==> config.mk <==
export PLATFORM = sky130hd
export DESIGN_NAME = prog_loader_flat
export DESIGN_NICKNAME = d
export VERILOG_FILES = /design/src/rtl/prog_loader_if.sv /design/src/rtl/prog_loader.sv /design/src/flat_wrapper.sv
export SDC_FILE = /design/constraint.sdc
export NUM_CORES = 1
export LEC_CHECK = 0
export CORE_ASPECT_RATIO = 0.8
export CORE_UTILIZATION = 54
export DETAILED_ROUTE_END_ITERATION = 12
export PLACE_DENSITY = 0.76
export RECOVER_POWER = 50
export SETUP_SLACK_MARGIN = 0.1
export SLEW_MARGIN = 40
export SYNTH_ARGS = -nofsm -noshare
export SYNTH_HDL_FRONTEND = slang
export SYNTH_SLANG_ARGS = --single-unit
==> constraint.sdc <==
create_clock -name clk -period 2.6 [get_ports clk]
set_input_delay 0.39 -clock clk [delete_from_list [all_inputs] [get_ports clk]]
set_output_delay 0.39 -clock clk [all_outputs]
set_load 0.1 [all_outputs]
==> src/rtl/prog_loader_if.sv <==
// prog_loader_if: byte stream in, program-memory write port out.
interface prog_loader_if #(
    parameter int PC_WIDTH = 8,
    parameter int PROGRAM_DataWidth = 16,
    parameter int ByteWidth = 8
);
    logic [ByteWidth-1:0] byte_in;
    logic byte_valid;
    logic byte_ready;
    logic prog_wr_en;
    logic [PC_WIDTH-1:0] prog_wr_adr;
    logic [PROGRAM_DataWidth-1:0] prog_wr_data;
    modport master (
        output byte_in, byte_valid,
        input byte_ready, prog_wr_en, prog_wr_adr, prog_wr_data
    );
    modport slave (
        input byte_in, byte_valid,
        output byte_ready, prog_wr_en, prog_wr_adr, prog_wr_data
    );
endinterface

==> src/rtl/prog_loader.sv <==
// prog_loader: assembles a length-prefixed, checksummed byte stream into program-memory words.
module prog_loader #(
    parameter int PC_WIDTH = 8,
    parameter int PROGRAM_DataWidth = 16,
    parameter int ByteWidth = 8,
    parameter int NumOpCodeBits = 5
) (
    input logic clk,
    input logic rst_n,
    input logic start,
    prog_loader_if.slave bus,
    output logic cpu_hold,
    output logic done,
    output logic error,
    output logic bad_op
);
    typedef enum logic [2:0] {IDLE, LEN, HI, LO, WRITE, CSUM, DONE, ERR} state_t;
    state_t st, nxt;
    logic [ByteWidth-1:0] hi, cnt, sum, sum_nxt;
    logic [NumOpCodeBits-1:0] op;
    logic fire, start_ok, reserved;
    assign fire = bus.byte_valid && bus.byte_ready;
    always_comb begin
        sum_nxt = sum + bus.byte_in;
        op = bus.byte_in[ByteWidth-1 -: NumOpCodeBits];
        reserved = (op >= 5'h0A && op <= 5'h0F) || op >= 5'h16;
        start_ok = start && (st == IDLE || st == DONE || st == ERR);
        nxt = st;
        case (st)
            IDLE, DONE, ERR: nxt = start ? LEN : st;
            LEN: nxt = fire ? (bus.byte_in == '0 ? CSUM : HI) : st;
            HI: nxt = fire ? LO : st;
            LO: nxt = fire ? WRITE : st;
            WRITE: nxt = cnt > ByteWidth'(1) ? HI : CSUM;
            CSUM: nxt = fire ? (sum_nxt == '0 ? DONE : ERR) : st;
            default: nxt = IDLE;
        endcase
    end
    // Outputs are registered from the next state so they line up with it.
    always_ff @(posedge clk or negedge rst_n) begin
        if (!rst_n) begin
            st <= IDLE;
            hi <= '0;
            cnt <= '0;
            sum <= '0;
            bus.byte_ready <= 1'b0;
            bus.prog_wr_en <= 1'b0;
            bus.prog_wr_adr <= '0;
            bus.prog_wr_data <= '0;
            cpu_hold <= 1'b0;
            done <= 1'b0;
            error <= 1'b0;
            bad_op <= 1'b0;
        end else begin
            st <= nxt;
            bus.byte_ready <= nxt == LEN || nxt == HI || nxt == LO || nxt == CSUM;
            bus.prog_wr_en <= nxt == WRITE;
            if (start_ok) begin
                bus.prog_wr_adr <= '0;
                sum <= '0;
                done <= 1'b0;
                error <= 1'b0;
                bad_op <= 1'b0;
                cpu_hold <= 1'b1;
            end
            if (fire) sum <= sum_nxt;
            if (fire && st == LEN) cnt <= bus.byte_in;
            if (fire && st == HI) begin
                hi <= bus.byte_in;
                if (reserved) bad_op <= 1'b1;
            end
            if (fire && st == LO) bus.prog_wr_data <= PROGRAM_DataWidth'({hi, bus.byte_in});
            if (st == WRITE) begin
                bus.prog_wr_adr <= bus.prog_wr_adr + PC_WIDTH'(1);
                cnt <= cnt - ByteWidth'(1);
            end
            if (fire && st == CSUM) begin
                done <= sum_nxt == '0;
                error <= sum_nxt != '0;
                cpu_hold <= sum_nxt != '0;
            end
        end
    end
endmodule

==> src/flat_wrapper.sv <==
// flat-port wrapper written by rule: the top's interface ports become plain ports
module prog_loader_flat 
#(
    parameter int PC_WIDTH = 8,
    parameter int PROGRAM_DataWidth = 16,
    parameter int ByteWidth = 8,
    parameter int NumOpCodeBits = 5
)
  (clk, rst_n, start, cpu_hold, done, error, bad_op, bus_byte_in, bus_byte_valid, bus_byte_ready, bus_prog_wr_en, bus_prog_wr_adr, bus_prog_wr_data);
  prog_loader_if #(.PC_WIDTH(PC_WIDTH), .PROGRAM_DataWidth(PROGRAM_DataWidth), .ByteWidth(ByteWidth)) bus_i ();
  input logic clk;
  input logic rst_n;
  input logic start;
  output logic cpu_hold;
  output logic done;
  output logic error;
  output logic bad_op;
  input wire logic [$bits(bus_i.byte_in)-1:0] bus_byte_in;
  input wire logic [$bits(bus_i.byte_valid)-1:0] bus_byte_valid;
  output wire logic [$bits(bus_i.byte_ready)-1:0] bus_byte_ready;
  output wire logic [$bits(bus_i.prog_wr_en)-1:0] bus_prog_wr_en;
  output wire logic [$bits(bus_i.prog_wr_adr)-1:0] bus_prog_wr_adr;
  output wire logic [$bits(bus_i.prog_wr_data)-1:0] bus_prog_wr_data;
  assign bus_i.byte_in = bus_byte_in;
  assign bus_i.byte_valid = bus_byte_valid;
  assign bus_byte_ready = bus_i.byte_ready;
  assign bus_prog_wr_en = bus_i.prog_wr_en;
  assign bus_prog_wr_adr = bus_i.prog_wr_adr;
  assign bus_prog_wr_data = bus_i.prog_wr_data;
  prog_loader #(.PC_WIDTH(PC_WIDTH), .PROGRAM_DataWidth(PROGRAM_DataWidth), .ByteWidth(ByteWidth), .NumOpCodeBits(NumOpCodeBits)) u_core (.clk(clk), .rst_n(rst_n), .start(start), .bus(bus_i), .cpu_hold(cpu_hold), .done(done), .error(error), .bad_op(bad_op));
endmodule
## Word level (Yosys, flattened, before mapping)

Cells that the tools add are included.

- Output and inout bits: 30
- Register bits: 57
- Logic and storage cells: 75

- Add/subtract/negate cells: 3
- Eq/ne operators: 12
- Magnitude comparators: 4
- Reductions and logical operators: 22
- Mux-type cells: 22

Operator list:

| kind | number |
|---|---|
| $mux W8 | 5 |
| $mux W3 | 7 |
| $eq A3 B3 Y1 const B | 6 |
| $pmux W3 S6 | 1 |
| $logic_not A8 Y1 | 2 |
| $eq A3 B2 Y1 const B | 4 |
| $mux W1 | 9 |
| $add A8 B1 Y8 const B | 1 |
| $add A8 B8 Y8 | 1 |
| $gt A8 B1 Y1 const B | 1 |
| $reduce_bool A2 Y1 | 4 |
| $reduce_bool A8 Y1 | 1 |
| $sub A8 B1 Y8 const B | 1 |
| $logic_and A1 B1 Y1 | 7 |
| $eq A3 B1 Y1 const B | 2 |
| $logic_or A1 B1 Y1 | 6 |
| $ge A5 B4 Y1 const B | 1 |
| $ge A5 B5 Y1 const B | 1 |
| $le A5 B4 Y1 const B | 1 |
| $logic_not A3 Y1 | 1 |
| $reduce_or A3 Y1 | 1 |

## Depth between registers and ports, before layout

Gate-level depths: netlist of run 1.

- Word-level depth: 9
- Depth in mapped cells: 7

## Worst setup path after synthesis of run 1

No wires, ideal clock.

- Kind: input to register
- From: in bus_byte_in[0]
- To: reg u_core.done
- Setup slack: 0.442 ns
- Library setup time: 0.123 ns
- Data arrival time: 2.035 ns
- Cell stages on the path: 7
- Buffers on the path: 0
- Required time: 2.477 ns
- Path through: ha_1 > fa_1 > a211oi_2 > nor2_1 > o311ai_4 > nor2_2 > a32o_2

- Cells in the longest elaborated chain, start to end: 3

RTL lines:

| item | RTL line | source |
|---|---|---|
| start: declaration | flat_wrapper.sv:18 | `input wire logic [$bits(bus_i.byte_in)-1:0] bus_byte_in;` |
| $add A8 B8 Y8 | prog_loader.sv:24 | `sum_nxt = sum + bus.byte_in;` |
| $logic_not A8 Y1 | prog_loader.sv:78 | `done <= sum_nxt == '0;` |
| $mux W1 | prog_loader.sv:77 | `if (fire && st == CSUM) begin` |
| end signal: assignment | prog_loader.sv:51 | `done <= 1'b0;` |
| end signal: assignment | prog_loader.sv:61 | `done <= 1'b0;` |
| end signal: assignment | prog_loader.sv:78 |  |
| end: declaration | prog_loader.sv:13 | `output logic done,` |

Every way passes these cells.
A chain may end at the register's enable or synchronous reset.

## Final worst setup path of run 1

Ends and elaborated chain as after synthesis.

==> flow_results.xml, run 1 <==
<?xml version="1.0" encoding="UTF-8"?>
<metrics>
  <group name="clocking">
    <metric name="h-tree-depth" unit="">3</metric>
    <metric name="cts-root-buf" unit="">sky130_fd_sc_hd__clkbuf_8</metric>
    <metric name="cts_max_path_buffers" unit="">2</metric>
    <metric name="clock_sink_count" unit="">57</metric>
    <metric name="cts_made_buffers" unit="">9</metric>
    <metric name="clock_latency" unit="ns">0.34</metric>
    <metric name="tritoncts_clock_tree" unit="">yes</metric>
    <metric name="clk_pin_slew" unit="ns">0.07</metric>
    <metric name="postCtsHoldBufs" unit="">0</metric>
  </group>
  <group name="yosys">
    <metric name="synth_enable_flop_cells" unit="">0</metric>
    <metric name="ys_seq_area_share" unit="%">47.7</metric>
    <metric name="syn-mean-instance-area" unit="um2">10.3</metric>
    <metric name="synthMostInstantiatedCell" unit="">sky130_fd_sc_hd__dfrtp_1</metric>
    <metric name="yosysTopAreaCell" unit="">sky130_fd_sc_hd__dfrtp_1</metric>
    <metric name="yosysWarningCount" unit="">0</metric>
    <metric name="synth.top_cells.by_area" unit="">sky130_fd_sc_hd__dfrtp_1 48%, sky130_fd_sc_hd__mux2_2 8.7%, sky130_fd_sc_hd__o21ai_0 4.3%</metric>
    <metric name="async_flop_share" unit="%">100</metric>
    <metric name="post_synth_num_cell_types" unit="">58</metric>
    <metric name="postSynthRegisterBits" unit="">57</metric>
    <metric name="postSynthNetCount" unit="">314</metric>
    <metric name="post_synth_inst_count" unit="">291</metric>
    <metric name="syn_area" unit="um2">2990</metric>
    <metric name="yosys_most_used_dff" unit="">sky130_fd_sc_hd__dfrtp_1</metric>
    <metric name="synth.top_cells.by_count" unit="">57 x sky130_fd_sc_hd__dfrtp_1, 26 x sky130_fd_sc_hd__o21ai_0, 25 x sky130_fd_sc_hd__nand2_1, 23 x sky130_fd_sc_hd__mux2_2, 17 x sky130_fd_sc_hd__a21oi_1</metric>
    <metric name="post-synth-top-area-fraction" unit="%">47.7</metric>
  </group>
  <group name="critical_path">
    <metric name="worstPathRequired" unit="ns">2.83</metric>
    <metric name="cp_capture_point" unit="">u_core.done</metric>
    <metric name="setup.reg_to_reg.worst_slack" unit="ns">0.40</metric>
    <metric name="crit_path_max_fanout" unit="">3</metric>
    <metric name="rr_endpoint" unit="">u_core.done</metric>
    <metric name="startpoint_to_endpoint_class_of_the_critical_path" unit="">in2reg</metric>
    <metric name="regToRegStartpoint" unit="">u_core.sum[0]</metric>
    <metric name="startpoint" unit="">bus_byte_in[0]</metric>
    <metric name="worstPathArrival" unit="ns">2.63</metric>
    <metric name="critical_path.startpoint_type" unit="">input port</metric>
    <metric name="setup.worst_path.end_class" unit="">register</metric>
    <metric name="worst-r2r-cell-count" unit="">7</metric>
  </group>
  <group name="drt">
    <metric name="drtIter0Drc" unit="">224</metric>
    <metric name="route.detailed.drc" unit="">0</metric>
    <metric name="firstDrtPassIters" unit="">5</metric>
    <metric name="post_drt_wl_per_cell" unit="um">16.7</metric>
    <metric name="via_density" unit="">6.01</metric>
    <metric name="finalWirelength" unit="um">6930</metric>
    <metric name="dr_total_vias" unit="">2495</metric>
    <metric name="postRouteAntennaNets" unit="">0</metric>
  </group>
  <group name="timing">
    <metric name="finalSetupViolCount" unit="">0</metric>
    <metric name="clock_skew" unit="ns">0.00901</metric>
    <metric name="achievable-frequency" unit="GHz">0.417</metric>
    <metric name="grt_setup_unrepaired" unit="">no</metric>
    <metric name="layout_worst_path_cycle_share" unit="%">92.3</metric>
    <metric name="report.final.hold_viol_count" unit="">0</metric>
    <metric name="tightestPinTransition" unit="ns">1.26</metric>
    <metric name="max-slew-margin-rel" unit="%">16.2</metric>
    <metric name="final_max_tran_viols" unit="">0</metric>
    <metric name="finalCriticalPeriod" unit="ns">2.40</metric>
  </group>
  <group name="final_layout">
    <metric name="layout_area_overhead" unit="%">19.7</metric>
    <metric name="number_of_non_filler_instances_in_the_completed_layout" unit="">415</metric>
    <metric name="final_design_area_no_fill" unit="um2">3580</metric>
    <metric name="antennaDiodeCount" unit="">0</metric>
    <metric name="post_route_cells_drive_above_1_share" unit="%">23.5</metric>
    <metric name="final_nets" unit="">372</metric>
    <metric name="filler_cell_count" unit="">420</metric>
  </group>
  <group name="die">
    <metric name="die_h" unit="um">68.6</metric>
    <metric name="initial_cell_density_of_the_core" unit="%">57.8</metric>
    <metric name="floorplan.die.width" unit="um">85.2</metric>
    <metric name="design.die.area" unit="um2">5850</metric>
    <metric name="floorplan.core_area" unit="um2">5180</metric>
    <metric name="ioPinCount" unit="">42</metric>
    <metric name="rows" unit="">23</metric>
  </group>
  <group name="place">
    <metric name="place.detailed.hpwl" unit="um">4900</metric>
    <metric name="place_area" unit="um2">3470</metric>
    <metric name="cell_count_after_placement" unit="">399</metric>
    <metric name="place.gp.congestion" unit="">0.932</metric>
    <metric name="place.port_buffers" unit="">41</metric>
  </group>
  <group name="global_route">
    <metric name="grtUsageMet3" unit="%">8.45</metric>
    <metric name="met2_usage" unit="%">40.2</metric>
    <metric name="grt_pass1_wl" unit="um">11300</metric>
    <metric name="via_count_of_the_first_global_routing_pass" unit="">2338</metric>
    <metric name="grt_use_met1" unit="%">36.0</metric>
    <metric name="grt.busiest_layer" unit="">met2</metric>
    <metric name="initial_antenna_violation_count" unit="">0</metric>
    <metric name="track_usage" unit="%">26.3</metric>
    <metric name="remaining_global_route_overflow" unit="">0</metric>
    <metric name="grt_start_max_net_pins" unit="">24</metric>
  </group>
  <group name="min_path">
    <metric name="hold_path.class" unit="">in2async</metric>
  </group>
  <group name="run">
    <metric name="drv_cap" unit="">0</metric>
  </group>
  <group name="outcome">
    <metric name="outcome" unit="">complete, no violations</metric>
  </group>
</metrics>
==> cell type report <==
| class | instances | area, um2 | share of cell area (%) |
|---|---|---|---|
| clock buffers | 10 | 138 | 3.84 |
| clock inverters | 5 | 32.5 | 0.908 |
| inverters | 9 | 33.8 | 0.943 |
| multi-input cells | 213 | 1470 | 41.1 |
| flip-flops and latches | 57 | 1430 | 39.8 |
| well taps | 62 | 77.6 | 2.17 |
| repair buffers | 59 | 400 | 11.2 |
==> per-layer routing <==
layer	part of all wire (%)	vias up
met5	0	-
met1	48	1192
li1	-	1192
met4	0.81	0
met2	44	105
met3	7.2	6
==> timing repair <==
| action | CTS | global route |
|---|---|---|
| resized for setup | 0 | 1 |
| endpoints found under the setup margin | 0 | 2 |
| buffers inserted | 0 | 1 |
| endpoints found under the hold margin | 0 | 0 |
==> state kept, by name (all words and copies together) (netlist names) <==
register	count
u_core.bad_op	1
u_core.bus.byte_ready	1
u_core.bus.prog_wr_adr	8
u_core.bus.prog_wr_data	16
u_core.bus.prog_wr_en	1
u_core.cnt	8
u_core.cpu_hold	1
u_core.done	1
u_core.error	1
u_core.hi	8
u_core.st	3
u_core.sum	8
==> per-stage QoR <==
| step | utilization [%] | hold slack [ns] | setup TNS [ns] | setup slack (ns) |
|---|---|---|---|---|
| after floorplan | - | 0.0944 | 0 | 0.442 |
| after global placement | 66.9 | 0.385 | -0.266 | -0.105 |
| after detailed placement | 66.9 | 0.391 | -0.631 | -0.188 |
| after CTS | 70.2 | 0.0142 | 0 | 0.178 |
| after global routing | 69.2 | 0.371 | 0 | 0.137 |
| final | 69.2 | 0.301 | 0 | 0.201 |
==> kinds of logic after synthesis <==
family,after synthesis,share of synthesized area (%)
DFF,57,47.7
muxes,24,8.99
and+or+nand+nor,98,17.2
xor gates and xnor gates,2,0.585
AOI/OAI and AO/OA,78,17.6
buffers and inverters,21,3.18
adders and majority gates,11,4.85
==> worst max-delay path, cell delays in order <==
cell	delay, ns
sky130_fd_sc_hd__clkdlybuf4s50_1	0.48
sky130_fd_sc_hd__ha_1	0.27
sky130_fd_sc_hd__fa_2	0.37
sky130_fd_sc_hd__a211oi_2	0.29
sky130_fd_sc_hd__nor2_1	0.15
sky130_fd_sc_hd__o311ai_4	0.30
sky130_fd_sc_hd__nor2_2	0.09
sky130_fd_sc_hd__a32o_2	0.28
==> placed cells by master (no fill, tap or decap), types with 3 or more instances in the layout <==
cell type,n
sky130_fd_sc_hd__o211ai_1,3
sky130_fd_sc_hd__buf_4,31
sky130_fd_sc_hd__nand2b_1,5
sky130_fd_sc_hd__clkinvlp_4,3
sky130_fd_sc_hd__clkbuf_8,10
sky130_fd_sc_hd__nor2_1,16
sky130_fd_sc_hd__nand4_1,6
sky130_fd_sc_hd__o21ai_0,26
sky130_fd_sc_hd__and2_1,3
sky130_fd_sc_hd__clkdlybuf4s50_1,10
sky130_fd_sc_hd__o31ai_1,4
sky130_fd_sc_hd__a31oi_1,4
sky130_fd_sc_hd__nand2_1,25
sky130_fd_sc_hd__a211o_1,3
sky130_fd_sc_hd__dfrtp_1,57
sky130_fd_sc_hd__clkbuf_1,18
sky130_fd_sc_hd__mux2_2,23
sky130_fd_sc_hd__ha_1,10
sky130_fd_sc_hd__nor3_1,5
sky130_fd_sc_hd__inv_1,8
sky130_fd_sc_hd__nand3_1,15
sky130_fd_sc_hd__nor4_1,4
sky130_fd_sc_hd__a21oi_1,17
==> worst min path at each step <==
| stage | start | endpoint | slack, ns | cells past startpoint |
|---|---|---|---|---|
| global placement | rst_n | u_core.bus.prog_wr_data[11] | 0.39 | 1 |
| global route | rst_n | u_core.bus.prog_wr_data[11] | 0.37 | 1 |
| finish | rst_n | u_core.cnt[7] | 0.30 | 1 |
| CTS | rst_n | u_core.bus.prog_wr_data[10] | 0.01 | 1 |
| floorplan | rst_n | u_core.bad_op | 0.09 | 0 |
| detailed placement | rst_n | u_core.bus.prog_wr_data[11] | 0.39 | 1 |
Power of run 1 is left out: the tool's default activity adds up to more than one toggle a clock period on the data nets, which glitch-free logic cannot reach.
==> inputs of run 2 (changes only) <==
Clock period 2.6 ns to 2.65 ns, I/O delays scaled along.
==> run 2 against run 1 <==
Worst hold slack worse by 0.057 ns. Non-clock buffer count decreased by 2. First-iteration DRC count shrank 22%. Sequential cell count stayed put. Critical endpoint unchanged.
==> flow_results.xml, run 2 (synthesis gave the netlist of run 1 again) <==
<?xml version="1.0" encoding="UTF-8"?>
<metrics>
  <group name="timing">
    <metric name="achievable-frequency" unit="GHz">0.411</metric>
    <metric name="report.final.hold_viol_count" unit="">0</metric>
    <metric name="finalSetupViolCount" unit="">0</metric>
    <metric name="grt_setup_unrepaired" unit="">no</metric>
    <metric name="finalCriticalPeriod" unit="ns">2.43</metric>
    <metric name="max-slew-margin-rel" unit="%">17.7</metric>
    <metric name="clock_skew" unit="ns">0.00796</metric>
    <metric name="tightestPinTransition" unit="ns">1.23</metric>
    <metric name="final_critical_path_setup_slack" unit="ns">0.219</metric>
    <metric name="layout_worst_path_cycle_share" unit="%">91.7</metric>
    <metric name="final_max_tran_viols" unit="">0</metric>
  </group>
  <group name="global_route">
    <metric name="grt_pass1_wl" unit="um">11300</metric>
    <metric name="via_count_of_the_first_global_routing_pass" unit="">2305</metric>
    <metric name="track_usage" unit="%">25.7</metric>
    <metric name="grt_start_max_net_pins" unit="">23</metric>
    <metric name="initial_antenna_violation_count" unit="">0</metric>
    <metric name="remaining_global_route_overflow" unit="">0</metric>
  </group>
  <group name="clocking">
    <metric name="postCtsHoldBufs" unit="">0</metric>
    <metric name="h-tree-depth" unit="">3</metric>
    <metric name="cts-root-buf" unit="">sky130_fd_sc_hd__clkbuf_8</metric>
    <metric name="clk_pin_slew" unit="ns">0.07</metric>
    <metric name="post-cts-setup-buffers" unit="">0</metric>
    <metric name="cts_max_path_buffers" unit="">2</metric>
    <metric name="clock_sink_count" unit="">57</metric>
    <metric name="tritoncts_clock_tree" unit="">yes</metric>
    <metric name="clock_latency" unit="ns">0.34</metric>
    <metric name="cts_made_buffers" unit="">9</metric>
    <metric name="number_of_cells_upsized_or_downsized_after_cts" unit="">0</metric>
  </group>
  <group name="drt">
    <metric name="finalWirelength" unit="um">6830</metric>
    <metric name="route.detailed.drc" unit="">0</metric>
    <metric name="drtIter0Drc" unit="">174</metric>
    <metric name="postRouteAntennaNets" unit="">0</metric>
    <metric name="post_drt_wl_per_cell" unit="um">16.5</metric>
    <metric name="via_density" unit="">5.97</metric>
    <metric name="dr_total_vias" unit="">2471</metric>
    <metric name="firstDrtPassIters" unit="">4</metric>
  </group>
  <group name="final_layout">
    <metric name="post_route_cells_drive_above_1_share" unit="%">22.7</metric>
    <metric name="number_of_non_filler_instances_in_the_completed_layout" unit="">414</metric>
    <metric name="antennaDiodeCount" unit="">0</metric>
    <metric name="final_design_area_no_fill" unit="um2">3610</metric>
    <metric name="largest_register_ff_count" unit="">16</metric>
    <metric name="layout_area_overhead" unit="%">20.8</metric>
    <metric name="layout.cells.most_common" unit="">sky130_fd_sc_hd__dfrtp_1</metric>
    <metric name="largest_register" unit="">u_core.bus.prog_wr_data</metric>
    <metric name="layout_common_cells" unit="">57 x sky130_fd_sc_hd__dfrtp_1, 29 x sky130_fd_sc_hd__buf_4, 26 x sky130_fd_sc_hd__o21ai_0</metric>
    <metric name="final_nets" unit="">370</metric>
  </group>
  <group name="critical_path">
    <metric name="worst-r2r-cell-count" unit="">7</metric>
    <metric name="critical_path.startpoint_type" unit="">input port</metric>
    <metric name="cp_cell_sequence" unit="">clkdlybuf4s50_1, ha_1, fa_1, a211oi_2, nor2_1, o311ai_4, nor2_2, a32o_2</metric>
    <metric name="max_stage_delay_cell_worst_path" unit="">sky130_fd_sc_hd__clkdlybuf4s50_1</metric>
    <metric name="worstPathRequired" unit="ns">2.88</metric>
    <metric name="crit_path_max_fanout" unit="">3</metric>
    <metric name="critical_path.max_stage_delay" unit="ns">0.47</metric>
    <metric name="worstPathArrival" unit="ns">2.66</metric>
    <metric name="setup.worst_path.end_class" unit="">register</metric>
    <metric name="startpoint_to_endpoint_class_of_the_critical_path" unit="">in2reg</metric>
  </group>
  <group name="run">
    <metric name="drv_cap" unit="">0</metric>
  </group>
  <group name="min_path">
    <metric name="hold_path.class" unit="">in2async</metric>
  </group>
  <group name="place">
    <metric name="place.gp.congestion" unit="">0.945</metric>
    <metric name="cell_count_after_placement" unit="">398</metric>
    <metric name="post-place-ws" unit="ns">-0.104</metric>
    <metric name="place.detailed.hpwl" unit="um">4850</metric>
    <metric name="place.port_buffers" unit="">41</metric>
    <metric name="place_area" unit="um2">3460</metric>
  </group>
  <group name="die">
    <metric name="initial_cell_density_of_the_core" unit="%">57.8</metric>
    <metric name="design.die.area" unit="um2">5850</metric>
    <metric name="die_h" unit="um">68.6</metric>
    <metric name="ioPinCount" unit="">42</metric>
    <metric name="floorplan.core_area" unit="um2">5180</metric>
    <metric name="floorplan.die.width" unit="um">85.2</metric>
    <metric name="rows" unit="">23</metric>
  </group>
  <group name="outcome">
    <metric name="outcome" unit="">complete, no violations</metric>
  </group>
</metrics>
run 2: changes by cell type in the layout (fill, tap and decap cells not counted):
cell                         delta
sky130_fd_sc_hd__clkbuf_1       +1
sky130_fd_sc_hd__clkinvlp_4     -3
sky130_fd_sc_hd__fa_2           -1
sky130_fd_sc_hd__fa_1           +1
sky130_fd_sc_hd__buf_4          -2
sky130_fd_sc_hd__bufinv_16      +2
sky130_fd_sc_hd__clkinv_4       +1
run 2: area by class of cell:
type	count	area, um2
clock buffer	11	141
clock inverter	5	78.8
fill	421	1570
inverter	9	33.8
multi-input combinational	213	1470
sequential	57	1430
tap	62	77.6
timing repair buffer	57	385
run 2: stage by stage:
stage | hold WS [ns] | TNS [ns] | util [%]
after global placement | 0.376 | -0.0776 | 66.8
after global routing | 0.352 | 0 | 69.8
after detailed placement | 0.383 | -0.293 | 66.8
final | 0.244 | 0 | 69.8
after floorplan | 0.102 | 0 | -
after CTS | 0.00970 | 0 | 71.0
run 2: critical path, delay by kind of cell:
kind            cells  cell delay, ns
fa+ha+maj           2            0.68
compound gates      3            0.86
simple gates        2            0.25
buf+inv             1            0.47
run 2: path summary, 6_finish.rpt:
kind	start	to	slack, ns
worst min-delay path	rst_n	u_core.bus.prog_wr_data[11]	0.24
worst max register to register	u_core.sum[0]	u_core.done	0.42
max in group asynchronous	rst_n	u_core.sum[5]	0.71
worst min register to register	u_core.hi[7]	u_core.hi[7]	0.48
worst max-delay path	bus_byte_in[0]	u_core.done	0.22
min in group clk	u_core.hi[7]	u_core.hi[7]	0.48
run 2: metal layers:
layer  GRT usage [%]  vias to the layer above  wire length, um
met2            38.0                       75             2960
met1            36.9                     1189             3410
met5               0                        -                0
met4            9.53                        0               96
met3            6.43                       14              361
li1                -                     1193                -
Power of run 2 is left out for the same reason.
==> inputs of run 3 (changes only) <==
Settings changed: CORE_MARGIN from default to 2.
==> run 3 against run 2 <==
Final cell count grew 1.2%. Global-route usage grew 0.065 points. Non-clock buffer count up 2. First-iteration DRC count shrank 1.7%. Clock skew is 0.0040 ns lower. Design area grew 0.35%. Count of clock-buffer cells in the layout did not move. Worst hold slack improved by 0.23 ns. Wire length increased by 4.4%.
==> flow_results.xml, run 3 (synthesis gave the netlist of run 1 again) <==
<?xml version="1.0" encoding="UTF-8"?>
<metrics>
  <group name="drt">
    <metric name="drtIter0Drc" unit="">171</metric>
    <metric name="firstDrtPassIters" unit="">4</metric>
    <metric name="post_drt_wl_per_cell" unit="um">17.0</metric>
    <metric name="finalWirelength" unit="um">7120</metric>
    <metric name="via_density" unit="">5.99</metric>
    <metric name="route.detailed.drc" unit="">0</metric>
    <metric name="postRouteAntennaNets" unit="">0</metric>
    <metric name="dr_total_vias" unit="">2508</metric>
  </group>
  <group name="critical_path">
    <metric name="setup.worst_path.end_class" unit="">register</metric>
    <metric name="startpoint" unit="">bus_byte_in[0]</metric>
    <metric name="crit_path_max_fanout" unit="">4</metric>
    <metric name="max_stage_delay_cell_worst_path" unit="">sky130_fd_sc_hd__clkdlybuf4s50_1</metric>
    <metric name="startpoint_to_endpoint_class_of_the_critical_path" unit="">in2reg</metric>
    <metric name="critical_path.max_stage_delay" unit="ns">0.47</metric>
    <metric name="rr_endpoint" unit="">u_core.cpu_hold</metric>
    <metric name="number_of_buffers_and_inverters_on_the_critical_path" unit="">1</metric>
    <metric name="worst-r2r-cell-count" unit="">7</metric>
    <metric name="regToRegStartpoint" unit="">u_core.sum[0]</metric>
    <metric name="cp_cell_sequence" unit="">clkdlybuf4s50_1, ha_1, fa_2, a211oi_4, o21ba_2, o221ai_1, nor3_2, a32oi_1</metric>
    <metric name="worstPathRequired" unit="ns">2.86</metric>
    <metric name="critPathTopFamily" unit="">compound AO/OA/AOI/OAI gates</metric>
    <metric name="worstPathArrival" unit="ns">2.65</metric>
    <metric name="critical_path.startpoint_type" unit="">input port</metric>
    <metric name="setup.reg_to_reg.worst_slack" unit="ns">0.40</metric>
  </group>
  <group name="timing">
    <metric name="grt_setup_unrepaired" unit="">no</metric>
    <metric name="finalCriticalPeriod" unit="ns">2.44</metric>
    <metric name="tightestPinTransition" unit="ns">1.18</metric>
    <metric name="final_max_tran_viols" unit="">0</metric>
    <metric name="layout_worst_path_cycle_share" unit="%">92.2</metric>
    <metric name="finalSetupViolCount" unit="">0</metric>
    <metric name="report.final.hold_viol_count" unit="">0</metric>
    <metric name="clock_skew" unit="ns">0.00397</metric>
    <metric name="achievable-frequency" unit="GHz">0.409</metric>
    <metric name="max-slew-margin-rel" unit="%">21.5</metric>
  </group>
  <group name="die">
    <metric name="floorplan.core_area" unit="um2">5410</metric>
    <metric name="floorplan.die.width" unit="um">87.2</metric>
    <metric name="ioPinCount" unit="">42</metric>
    <metric name="design.die.area" unit="um2">6160</metric>
    <metric name="initial_cell_density_of_the_core" unit="%">55.4</metric>
    <metric name="die_h" unit="um">70.6</metric>
    <metric name="rows" unit="">24</metric>
  </group>
  <group name="global_route">
    <metric name="via_count_of_the_first_global_routing_pass" unit="">2427</metric>
    <metric name="grt_start_max_net_pins" unit="">22</metric>
    <metric name="initial_antenna_violation_count" unit="">0</metric>
    <metric name="met2_usage" unit="%">38.8</metric>
    <metric name="grtUsageMet3" unit="%">8.52</metric>
    <metric name="grt_pass1_wl" unit="um">12100</metric>
    <metric name="grt_use_met1" unit="%">35.4</metric>
    <metric name="grt.busiest_layer" unit="">met2</metric>
    <metric name="track_usage" unit="%">25.8</metric>
    <metric name="remaining_global_route_overflow" unit="">0</metric>
  </group>
  <group name="place">
    <metric name="place.gp.congestion" unit="">0.878</metric>
    <metric name="place.detailed.hpwl" unit="um">5030</metric>
    <metric name="place.port_buffers" unit="">41</metric>
  </group>
  <group name="final_layout">
    <metric name="layout_common_cells" unit="">57 x sky130_fd_sc_hd__dfrtp_1, 30 x sky130_fd_sc_hd__buf_4, 26 x sky130_fd_sc_hd__o21ai_0</metric>
    <metric name="layout.cells.most_common" unit="">sky130_fd_sc_hd__dfrtp_1</metric>
    <metric name="largest_register" unit="">u_core.bus.prog_wr_data</metric>
    <metric name="final_nets" unit="">372</metric>
    <metric name="post_route_cells_drive_above_1_share" unit="%">24.0</metric>
    <metric name="antennaDiodeCount" unit="">0</metric>
    <metric name="utilization" unit="%">67.1</metric>
    <metric name="largest_register_ff_count" unit="">16</metric>
    <metric name="layout_area_overhead" unit="%">21.2</metric>
  </group>
  <group name="clocking">
    <metric name="tritoncts_clock_tree" unit="">yes</metric>
    <metric name="h-tree-depth" unit="">3</metric>
    <metric name="clock_latency" unit="ns">0.34</metric>
    <metric name="cts_max_path_buffers" unit="">2</metric>
    <metric name="clk_pin_slew" unit="ns">0.06</metric>
    <metric name="clock_sink_count" unit="">57</metric>
    <metric name="cts-root-buf" unit="">sky130_fd_sc_hd__clkbuf_8</metric>
    <metric name="post-cts-setup-buffers" unit="">0</metric>
    <metric name="cts_made_buffers" unit="">9</metric>
  </group>
  <group name="min_path">
    <metric name="hold_path.class" unit="">reg2reg</metric>
    <metric name="worstHoldStart" unit="">u_core.bus.prog_wr_data[7]</metric>
    <metric name="timing.hold.worst_path_depth" unit="">2</metric>
    <metric name="hold_end" unit="">u_core.bus.prog_wr_data[7]</metric>
  </group>
  <group name="run">
    <metric name="drv_cap" unit="">0</metric>
  </group>
  <group name="outcome">
    <metric name="outcome" unit="">complete, no violations</metric>
  </group>
</metrics>
run 3: final cells by class:
cell class / instances / area, um2
clock buffer: 11 / 141
clock inverter: 5 / 55.1
fill: 434 / 1780
inverter: 9 / 33.8
multi-input combinational: 213 / 1480
sequential: 57 / 1430
tap: 65 / 81.3
timing repair buffer: 59 / 405
run 3: metal layers:
layer | wire, um | vias to the layer above
li1 | - | 1195
met1 | 3320 | 1234
met2 | 3300 | 69
met3 | 424 | 10
met4 | 82 | 0
met5 | 0 | -
run 3: worst max-delay path by stage:
| stage | slack, ns | cells after the start | end |
|---|---|---|---|
| floorplan | 0.48 | 7 | u_core.done |
| global placement | -0.05 | 8 | u_core.done |
| global route | 0.12 | 8 | u_core.done |
| detailed placement | -0.18 | 8 | u_core.done |
| CTS | 0.15 | 8 | u_core.done |
| finish | 0.21 | 8 | u_core.cpu_hold |
run 3: tightest hold or removal path, cell delays in order, from the launching register on:
cell and delay, ns:
sky130_fd_sc_hd__dfrtp_1 0.34, sky130_fd_sc_hd__nand2_1 0.05, sky130_fd_sc_hd__o21ai_0 0.06
run 3: metrics by stage:
stage | TNS [ns] | setup slack [ns] | hold slack [ns] | std cells | instance area (um2)
floorplan | 0 | 0.485 | 0.102 | 291 | 2990
global placement | -0.0673 | -0.0475 | 0.368 | 402 | 3470
detailed placement | -0.620 | -0.175 | 0.364 | 402 | 3470
CTS | 0 | 0.151 | 0.486 | 419 | 3680
global route | 0 | 0.122 | 0.494 | 419 | 3630
finish | 0 | 0.206 | 0.479 | 419 | 3630
run 3: repair_timing:
item / 4_1_cts / 5_1_grt
hold endpoints to repair: 19 / 0
hold buffers: 1 / 0
setup endpoints to repair: 0 / 4
resized for setup: 0 / 3
Power of run 3 is left out for the same reason.
